--- src/rtl/max7219_sequencer.sv ---
// MAX7219 LED-matrix sequencer: sends the five-word init sequence, then
// refreshes eight rows per frame from an external row source, with an
// idle gap between frames and an intensity resend when intensity changes.
module max7219_sequencer #(
   parameter int CLK_DIV   = 4,
   parameter int FRAME_GAP = 16
) (
   input  logic       clk,
   input  logic       rst_n,
   input  logic       enable,
   input  logic [3:0] intensity,
   output logic       row_req,
   output logic [2:0] row_sel,
   input  logic [7:0] col,
   input  logic       col_valid,
   output logic       spi_din,
   output logic       spi_clk,
   output logic       spi_cs_n,
   output logic       busy,
   output logic       frame_done,
   output logic [2:0] state_dbg
);

   // Row handshake: row_req acts as "ready" and stays high with row_sel
   // stable until the source answers with col_valid=1 (the "valid");
   // col is captured on that cycle and row_req drops on the next one.
   // col_valid is ignored whenever row_req is low.

   typedef enum logic [2:0] {
      S_IDLE    = 3'd0,
      S_INIT    = 3'd1,
      S_REQ_ROW = 3'd2,
      S_SHIFT   = 3'd3,
      S_LATCH   = 3'd4,
      S_GAP     = 3'd5
   } state_t;

   // Kind of the word in flight decides where LATCH goes next
   localparam logic [1:0] K_INIT = 2'd0;
   localparam logic [1:0] K_ROW  = 2'd1;
   localparam logic [1:0] K_INT  = 2'd2;

   localparam logic [7:0]  DIV_LAST = 8'(CLK_DIV - 1);
   localparam logic [15:0] GAP_LAST = 16'(FRAME_GAP - 1);

   state_t      state, nxt;
   logic [15:0] shreg;
   logic [7:0]  div_cnt;
   logic        phase;
   logic [3:0]  bit_cnt;
   logic [15:0] gap_cnt;
   logic [2:0]  init_idx;
   logic [1:0]  kind;
   logic [2:0]  row_q;
   logic [3:0]  last_int;
   logic        fd_q;

   logic        shifting, div_end, word_end;
   logic        load, init_inc, row_clr, row_inc, fd_set, gap_exit;
   logic [15:0] load_val;
   logic [1:0]  load_kind;

   function automatic logic [15:0] init_word(input logic [2:0] idx, input logic [3:0] inten);
      logic [15:0] w;
      case (idx)
         3'd0:    w = 16'h0C01;
         3'd1:    w = 16'h0900;
         3'd2:    w = 16'h0B07;
         3'd3:    w = {12'h0A0, inten};
         default: w = 16'h0F00;
      endcase
      return w;
   endfunction

   assign shifting = (state == S_INIT) || (state == S_SHIFT);
   assign div_end  = (div_cnt == DIV_LAST);
   assign word_end = shifting && div_end && phase && (bit_cnt == 4'd15);

   // State register
   always_ff @(posedge clk or negedge rst_n) begin
      if (!rst_n) state <= S_IDLE;
      else        state <= nxt;
   end

   // Next-state and word-load decisions
   always_comb begin
      nxt       = state;
      load      = 1'b0;
      load_val  = 16'h0000;
      load_kind = K_INIT;
      init_inc  = 1'b0;
      row_clr   = 1'b0;
      row_inc   = 1'b0;
      fd_set    = 1'b0;
      gap_exit  = 1'b0;
      case (state)
         S_IDLE: begin
            if (enable) begin
               nxt      = S_INIT;
               load     = 1'b1;
               load_val = init_word(3'd0, intensity);
               row_clr  = 1'b1;
            end
         end
         S_INIT, S_SHIFT: begin
            if (word_end) nxt = S_LATCH;
         end
         S_REQ_ROW: begin
            if (!enable) nxt = S_IDLE;
            else if (col_valid) begin
               nxt       = S_SHIFT;
               load      = 1'b1;
               load_val  = {4'h0, {1'b0, row_q} + 4'd1, col};
               load_kind = K_ROW;
            end
         end
         S_LATCH: begin
            if (div_end) begin
               if (!enable) nxt = S_IDLE;
               else if (kind == K_INIT) begin
                  if (init_idx != 3'd4) begin
                     nxt      = S_INIT;
                     load     = 1'b1;
                     load_val = init_word(init_idx + 3'd1, intensity);
                     init_inc = 1'b1;
                  end else begin
                     nxt     = S_REQ_ROW;
                     row_clr = 1'b1;
                  end
               end else if (kind == K_INT) begin
                  nxt     = S_REQ_ROW;
                  row_clr = 1'b1;
               end else if (row_q != 3'd7) begin
                  nxt     = S_REQ_ROW;
                  row_inc = 1'b1;
               end else begin
                  fd_set = 1'b1;
                  if (FRAME_GAP == 0) gap_exit = 1'b1;
                  else                nxt = S_GAP;
               end
            end
         end
         S_GAP: begin
            if (!enable) nxt = S_IDLE;
            else if (gap_cnt == GAP_LAST) gap_exit = 1'b1;
         end
         default: nxt = S_IDLE;
      endcase
      // Frame boundary: resend intensity only if it moved since last sent
      if (gap_exit) begin
         if (intensity != last_int) begin
            nxt       = S_SHIFT;
            load      = 1'b1;
            load_val  = {12'h0A0, intensity};
            load_kind = K_INT;
         end else begin
            nxt     = S_REQ_ROW;
            row_clr = 1'b1;
         end
      end
   end

   // Datapath: shifter, bit/divider timing, row and gap counters
   always_ff @(posedge clk or negedge rst_n) begin
      if (!rst_n) begin
         shreg    <= 16'h0000;
         div_cnt  <= 8'd0;
         phase    <= 1'b0;
         bit_cnt  <= 4'd0;
         gap_cnt  <= 16'd0;
         init_idx <= 3'd0;
         kind     <= K_INIT;
         row_q    <= 3'd0;
         last_int <= 4'd0;
         fd_q     <= 1'b0;
      end else begin
         fd_q <= fd_set;
         if (row_clr)      row_q <= 3'd0;
         else if (row_inc) row_q <= row_q + 3'd1;
         if (state == S_IDLE) init_idx <= 3'd0;
         else if (init_inc)   init_idx <= init_idx + 3'd1;
         if (load) kind <= load_kind;
         // Intensity words are the only ones with 0x0A0 in the top bits
         if (load && (load_val[15:4] == 12'h0A0)) last_int <= load_val[3:0];
         if (state == S_GAP) gap_cnt <= gap_cnt + 16'd1;
         else                gap_cnt <= 16'd0;
         if (load) begin
            shreg   <= load_val;
            div_cnt <= 8'd0;
            phase   <= 1'b0;
            bit_cnt <= 4'd0;
         end else if (shifting || (state == S_LATCH)) begin
            if (div_end) begin
               div_cnt <= 8'd0;
               if (shifting) begin
                  if (!phase) phase <= 1'b1;
                  else begin
                     phase   <= 1'b0;
                     shreg   <= {shreg[14:0], 1'b0};
                     bit_cnt <= bit_cnt + 4'd1;
                  end
               end
            end else begin
               div_cnt <= div_cnt + 8'd1;
            end
         end else begin
            div_cnt <= 8'd0;
         end
      end
   end

   // Outputs decoded from state and datapath
   always_comb begin
      row_req    = (state == S_REQ_ROW);
      busy       = (state != S_IDLE);
      spi_cs_n   = !shifting;
      spi_clk    = shifting && phase;
      spi_din    = shifting && shreg[15];
      row_sel    = row_q;
      frame_done = fd_q;
      state_dbg  = state;
   end

endmodule

--- config.mk ---
export PLATFORM = sky130hd
export DESIGN_NAME = max7219_sequencer
export DESIGN_NICKNAME = d
export VERILOG_FILES = /design/src/rtl/max7219_sequencer.sv
export SDC_FILE = /design/constraint.sdc
export NUM_CORES = 1
export LEC_CHECK = 0
export BUFFER_PORTS_ARGS = -buffer_cell sky130_fd_sc_hd__buf_2
export CORE_AREA = 5 5 105 107
export CTS_CLUSTER_DIAMETER = 50
export DETAILED_ROUTE_END_ITERATION = 16
export DIE_AREA = 0 0 110 112
export SLEW_MARGIN = 20
export SYNTH_ARGS = -nofsm -noshare
export SYNTH_HDL_FRONTEND = slang
export SYNTH_SLANG_ARGS = --single-unit
export TNS_END_PERCENT = 10
--- constraint.sdc ---
create_clock -name clk -period 3.35 [get_ports clk]
set_input_delay 0.5025 -clock clk [delete_from_list [all_inputs] [get_ports clk]]
set_output_delay 0.5025 -clock clk [all_outputs]
set_load 0.01 [all_outputs]
==> out/results.txt, run 1 <==
Run status -> finished clean
Tmin final -> 2.750 ns
Seq pwr share -> 0.425
GR Overflow Total -> 0
First-pass GRT wire length -> 12.53 mm
Worst-Skew Late Latency -> 0.35 ns
Crit path launch -> div_cnt[0]$_DFF_PN0_
Synth Net Count -> 365
Die Y -> 112 um
Port bufs -> 27
Initial core utilization -> 0.3271
Multiplexer share of the synthesized area -> 0.04303
Cell area after synthesis -> 3286 um2
HP Start -> col[4]
Finished Cell Area -> 3782 um2
HPWL after DPL -> 5.340 mm
Yosys warns -> 0
TritonCTS clock tree -> yes
Final Hold Fails -> 0
Fill cells -> 1,015
Final Max Slew Viols -> 0
H-tree levels -> 3
GPL Wtd Cong -> 0.7789
DR vias/cell -> 5.000
Count of nets after finishing -> 394
Post-Synth XOR/XNOR Area -> 0.07997
GRT Util Overall -> 0.1298
Design internal power -> 0.001481 W
Fin crit share -> 0.8210
Reg-to-reg startpoint -> div_cnt[0]$_DFF_PN0_
GR peak layer -> met2
Register area share after synthesis -> 0.4646
Max stage delay on crit path -> 0.52 ns
WP data required -> 3.59 ns
Synth Area in Compound Gates -> 0.1192
Vias after detailed routing -> 2,545
I/O pin total -> 28
Max-Cap Viols -> 0
CP endpoint -> last_int[0]$_DFFE_PN0P_
Clock sinks -> 61
DRT iter0 DRCs -> 219
Clk pwr share -> 0.329
DR pass1 iterations -> 4
GR Layer Usage met2 -> 0.2011
Dominant synthesized flop cell -> dfrtp_1
Row count -> 37
R2R cell count -> 7
Post-Syn Area per Cell -> 9.692 um2
Largest net degree at the start of global routing -> 30
CTS Buffer Depth -> 2
Worst EP arrival -> 2.99 ns
Crit path cell chain -> ha_1, or3b_2, nor4_2, a22oi_1, o21ai_1, and4_4, mux2_4
CP Capture Type -> flip-flop
Fmax -> 363.6 MHz
Worst Max-Slew Pin Slew -> 0.5536 ns
Core Area -> 10,050 um2
Hold Path Class -> input port to flip-flop
Post-synthesis adder-cell area fraction -> 0.03808
Largest family of logic cells by synthesized area -> simple AND/OR/NAND/NOR gates
Pleak -> 1.783 nW
RSZ-0062 raised after global routing -> false
Worst setup SP type -> flip-flop
Slew HR -> 0.6284
Synth Area in Simple Gates -> 0.2190
M3 GR Usage -> 0.02493
Synthesized instance count -> 339
Synthesized flop and latch total -> 61
Ant. Diodes -> 0
Area growth from synthesis to layout -> 15.12%
Kind of critical path -> flip-flop to flip-flop
DIE AREA -> 12,320 um2
Wirelength per Cell -> 14.66 um
Initial antenna violation count -> 0
DRT Wirelength -> 7.462 mm
Post-synth EDFFs -> 0
RR Endpoint -> last_int[0]$_DFFE_PN0P_
R2R Setup Slk -> 0.60 ns
Die X -> 110 um
Post-route DRC -> 0
Post-DP Area -> 3558 um2
Setup tns final -> 0 ns
Met1 usage -> 0.1723
Number of global-route vias before repair -> 2,557
Root buffer cell -> clkbuf_8
Layout cell share with drive strength beyond 1 -> 0.1609
Power share of the combinational group -> 0.246
Setup violations, final -> 0
Critical path peak fanout -> 5
ANT nets after route -> 0
Switching Fraction -> 0.3290
Num CTS Buffers -> 9
CP max-delay cell -> nor4_2
Number of library cell types mapped by synthesis -> 61
Peak supply drop -> 0.2233 mV
Clk slew on worst S/H paths -> 0.07 ns
Share of synthesized registers carrying an async set or reset -> 1.000
Setup Buffers After CTS -> 0
Pwr per Cell Area -> 583.6 nW/um2
Final Power -> 0.002208 W
Clock Skew -> 0.004661 ns
NetSw -> 0.0007263 W
## critical path: cells and delay by family (launching register included)
| kind | cells | cell delay, ns |
|---|---|---|
| AOI/OAI and AO/OA | 2 | 0.33 |
| adders and majority gates | 1 | 0.25 |
| DFF | 1 | 0.42 |
| muxes | 1 | 0.31 |
| and+or+nand+nor | 3 | 1.33 |
## cell usage in the layout (no fill, tap or decap), types with 6 or more instances in the layout
| master | synthesis | layout |
|---|---|---|
| buf_2 | 4 | 27 |
| inv_1 | 11 | 11 |
| xor2_1 | 21 | 21 |
| nor2_1 | 42 | 42 |
| o21ai_0 | 7 | 7 |
| xnor2_1 | 9 | 9 |
| a21oi_1 | 12 | 12 |
| buf_4 | 1 | 6 |
| nand4_1 | 6 | 6 |
| nand2_1 | 41 | 41 |
| clkbuf_8 | 0 | 9 |
| nand3_1 | 12 | 12 |
| dfrtp_1 | 61 | 61 |
| mux2i_1 | 7 | 7 |
| ha_1 | 10 | 10 |
## worst min path at each step
| stage | to | slack [ns] | cells past startpoint |
|---|---|---|---|
| after global routing | shreg[7]$_DFFE_PN0P_ | 0.40 | 3 |
| after floorplan | bit_cnt[0]$_DFFE_PN0P_ | 0.21 | 0 |
| final | shreg[4]$_DFFE_PN0P_ | 0.40 | 3 |
| after global placement | shreg[14]$_DFFE_PN0P_ | 0.32 | 1 |
| after CTS | shreg[4]$_DFFE_PN0P_ | 0.39 | 3 |
| after detailed placement | shreg[14]$_DFFE_PN0P_ | 0.32 | 1 |
## routing by layer
metal,share of wire,vias to the layer above
met4,0.012,0
met5,0,-
met1,0.47,1254
met3,0.044,7
met2,0.48,46
li1,-,1238
## area by class of cell
type / count / area, um2 / area share
Sequential cell: 61 / 1526 / 0.4036
Timing Repair Buffer: 34 / 190.2 / 0.05028
Tap cell: 136 / 170.2 / 0.04499
Multi-Input combinational cell: 251 / 1640 / 0.4337
Clock buffer: 9 / 123.9 / 0.03275
Clock inverter: 7 / 90.09 / 0.02382
Inverter: 11 / 41.29 / 0.01092
## synthesized netlist by cell type (all sizes together), types with 4 or more instances
library cell / n / share of area
dfrtp: 61 / 0.46
inv: 11 / 0.013
a21oi: 12 / 0.018
xor2: 21 / 0.056
clkbuf: 10 / 0.012
and4: 4 / 0.011
nor4: 5 / 0.011
mux2: 5 / 0.022
and2: 4 / 0.0076
o21a: 4 / 0.0091
a21o: 4 / 0.0091
nor2: 42 / 0.048
buf: 6 / 0.012
o21ai: 9 / 0.014
nand3: 12 / 0.018
nor2b: 4 / 0.0076
nand2: 41 / 0.047
a2bb2oi: 5 / 0.013
ha: 10 / 0.038
nor3: 5 / 0.0091
xnor2: 9 / 0.024
nand4: 6 / 0.011
and3: 5 / 0.0095
mux2i: 7 / 0.021
## registers in the layout, summed over array words and instances (netlist names), 2 cells and up
name / flops
div_cnt: 8
state_dbg: 3
gap_cnt: 16
row_sel: 3
kind: 2
bit_cnt: 4
init_idx: 3
last_int: 4
shreg: 16
## kinds of logic after synthesis
kind of cell,after synthesis
buf+inv,27
fa+ha+maj,10
compound gates,56
xor+xnor,30
simple gates,143
mux,12
flops,61
## timing repair
action,4_1_cts,5_1_grt
endpoints found under the hold margin,3,0
hold buffers,1,0
resized for setup,0,0
## power groups by stage
stage               Combinational [W]  Sequential, W  Clock (W)
floorplan                    0.000402       0.000907          0
global placement             0.000537       0.000946          0
detailed placement           0.000548       0.000949          0
CTS                          0.000549       0.000937   0.000742
global route                 0.000609       0.000954   0.000768
finish                       0.000542       0.000939   0.000726
## through the flow
step	worst slack (ns)	std cells	hold WS [ns]	utilization
4_1_cts	0.6008	509	0.3869	0.3765
3_5_place_dp	0.6089	492	0.3164	0.3542
5_1_grt	0.4274	509	0.4033	0.3765
6_report	0.5996	509	0.3972	0.3765
2_1_floorplan	0.8787	339	0.2069	-
3_3_place_gp	0.7150	492	0.3193	0.3542
Power figures use the tool's default switching activity.
==> run 2: changes to the inputs <==
clock period = 2.5 ns   (was 3.35 ns; I/O delays follow)
==> out/results.txt, run 2 (synthesized netlist as in run 1, its figures left out) <==
Initial antenna violation count -> 0 (unchanged)
Fin crit share -> 0.9362 (was 0.8210)
Root buffer cell -> clkbuf_8 (unchanged)
Met1 usage -> 0.1737 (was 0.1723)
HPWL after DPL -> 5.605 mm (was 5.340 mm)
Final Power -> 0.002996 W (was 0.002208 W)
Ant. Diodes -> 0 (unchanged)
Port bufs -> 27 (unchanged)
Largest regs -> gap_cnt: 16 flops, shreg: 16 flops, div_cnt: 8 flops (unchanged)
Fill cells -> 1,025 (was 1,015)
Core Area -> 10,050 um2 (unchanged)
Pleak -> 1.885 nW (was 1.783 nW)
CP top delay family -> simple AND/OR/NAND/NOR gates (unchanged)
Worst-Skew Late Latency -> 0.34 ns (was 0.35 ns)
Crit path cell chain -> or4_4, nor4_2, buf_4, a22oi_1, o21ai_1, and4_4, mux2_4 (was ha_1, or3b_2, nor4_2, a22oi_1, o21ai_1, and4_4, mux2_4)
Worst Max-Slew Pin Slew -> 0.6075 ns (was 0.5536 ns)
Max-Cap Viols -> 0 (unchanged)
Tmin final -> 2.340 ns (was 2.750 ns)
Critical path peak fanout -> 5 (unchanged)
Crit path buffers/inverters -> 1 (was 0)
RSZ-0062 raised after global routing -> true (was false)
Reg area -> 1526 um2 (unchanged)
Slew HR -> 0.5950 (was 0.6284)
Pwr per Cell Area -> 760.8 nW/um2 (was 583.6 nW/um2)
Worst EP arrival -> 2.56 ns (was 2.99 ns)
Hold Path Class -> input port to async pin (was input port to flip-flop)
M3 GR Usage -> 0.03362 (was 0.02493)
H-tree levels -> 3 (unchanged)
Area growth from synthesis to layout -> 19.84% (was 15.12%)
Worst setup SP type -> flip-flop (unchanged)
Hold Worst Slack -> 0.04201 ns (was 0.3972 ns)
Clock Skew -> 0.01004 ns (was 0.004661 ns)
Final Max Slew Viols -> 0 (unchanged)
ANT nets after route -> 0 (unchanged)
WP data required -> 2.72 ns (was 3.59 ns)
Setup tns final -> 0 ns (unchanged)
CTS Buffer Depth -> 2 (unchanged)
First-pass GRT wire length -> 12.80 mm (was 12.53 mm)
Largest net degree at the start of global routing -> 38 (was 30)
DRT Wirelength -> 7.572 mm (was 7.462 mm)
Vias after detailed routing -> 2,592 (was 2,545)
DRT iter0 DRCs -> 138 (was 219)
DR pass1 iterations -> 4 (unchanged)
GRT Util Overall -> 0.1308 (was 0.1298)
Die X -> 110 um (unchanged)
Run status -> finished clean (unchanged)
Post-DP Area -> 3721 um2 (was 3558 um2)
Hold buffer count at cts -> 0 (was 1)
Number of global-route vias before repair -> 2,642 (was 2,557)
Fmax -> 427.3 MHz (was 363.6 MHz)
Initial core utilization -> 0.3271 (unchanged)
TritonCTS clock tree -> yes (unchanged)
Post-route DRC -> 0 (unchanged)
I/O pin total -> 28 (unchanged)
Die Y -> 112 um (unchanged)
GR peak layer -> met2 (unchanged)
CP max-delay cell -> or4_4 (was nor4_2)
Finished Cell Area -> 3938 um2 (was 3782 um2)
Clock sinks -> 61 (unchanged)
Setup violations, final -> 0 (unchanged)
Kind of critical path -> flip-flop to flip-flop (unchanged)
Layout cell share with drive strength beyond 1 -> 0.2092 (was 0.1609)
GPL Wtd Cong -> 0.7603 (was 0.7789)
GR Layer Usage met2 -> 0.2035 (was 0.2011)
Peak supply drop -> 0.2663 mV (was 0.2233 mV)
Row count -> 37 (unchanged)
CP Capture Type -> flip-flop (unchanged)
DR vias/cell -> 4.909 (was 5.000)
Final Hold Fails -> 0 (unchanged)
DIE AREA -> 12,320 um2 (unchanged)
Clk slew on worst S/H paths -> 0.07 ns (about the same)
Commonest non-fill, non-tap cell in the layout -> dfrtp_1 (unchanged)
Wirelength per Cell -> 14.34 um (was 14.66 um)
GR Overflow Total -> 0 (unchanged)
Count of nets after finishing -> 414 (was 394)
Num CTS Buffers -> 9 (unchanged)
Multi-input logic area -> 1650 um2 (was 1640 um2)
Max stage delay on crit path -> 0.55 ns (was 0.52 ns)
Most frequent cells in the layout -> 61 x dfrtp_1, 42 x nor2_1, 41 x nand2_1 (unchanged)
==> run 2: cell count changes in the layout (fill, tap and decap cells not counted), sizes merged <==
cell / delta
buf: +21
clkbuf: +2
bufinv: -1
clkinv: -1
clkinvlp: -1
dlygate4sd3: -1
==> run 2: worst register-to-register path: cells and delay by family (launching register included) <==
family                 cells  cell delay (ns)
buffers and inverters      1             0.18
AOI/OAI and AO/OA          2             0.23
DFF                        1             0.42
muxes                      1             0.31
and+or+nand+nor            3             1.10
==> run 2: worst paths after layout <==
path	from	to	slack, ns	cells after the start
hold reg to reg	gap_cnt[0]$_DFF_PN0_	gap_cnt[0]$_DFF_PN0_	0.49	1
hold / removal	rst_n	shreg[14]$_DFFE_PN0P_	0.04	1
max in group asynchronous	rst_n	state_dbg[1]$_DFFE_PN0P_	1.83	2
min in group clk	col[5]	shreg[5]$_DFFE_PN0P_	0.28	3
setup reg to reg	div_cnt[5]$_DFF_PN0_	last_int[3]$_DFFE_PN0P_	0.16	7
setup / recovery	div_cnt[5]$_DFF_PN0_	last_int[3]$_DFFE_PN0P_	0.16	7
==> run 2: repair_timing <==
action                     CTS  global route
buffers inserted             0             1
setup endpoints to repair    0            10
resized for setup            0             3
==> run 2: layout make-up <==
class,instances,share of cell area
flip-flops and latches,61,0.3877
clock inverters,4,0.01207
well taps,136,0.04322
repair buffers,54,0.08897
inverters,11,0.01049
clock buffers,11,0.03845
multi-input cells,251,0.4191
==> run 2: metrics by stage <==
stage	util	cells	setup WS, ns
after floorplan	-	339	0.02873
after global placement	0.3704	512	0.1047
after detailed placement	0.3704	512	0.08285
after CTS	0.3902	527	0.05922
after global routing	0.3920	528	-0.008949
final	0.3920	528	0.1596
==> run 2: where the power goes <==
group          switching (W)  internal, W
combinational       0.000479     0.000397
clock               0.000391     0.000506
sequential         0.0000995      0.00112
total               0.000969      0.00203
==> run 2: per-layer routing <==
metal  up-vias  routed length [um]
met3        14                 219
met1      1256                3537
met5         -                   0
li1       1283                   -
met2        39                3665
met4         0                 150
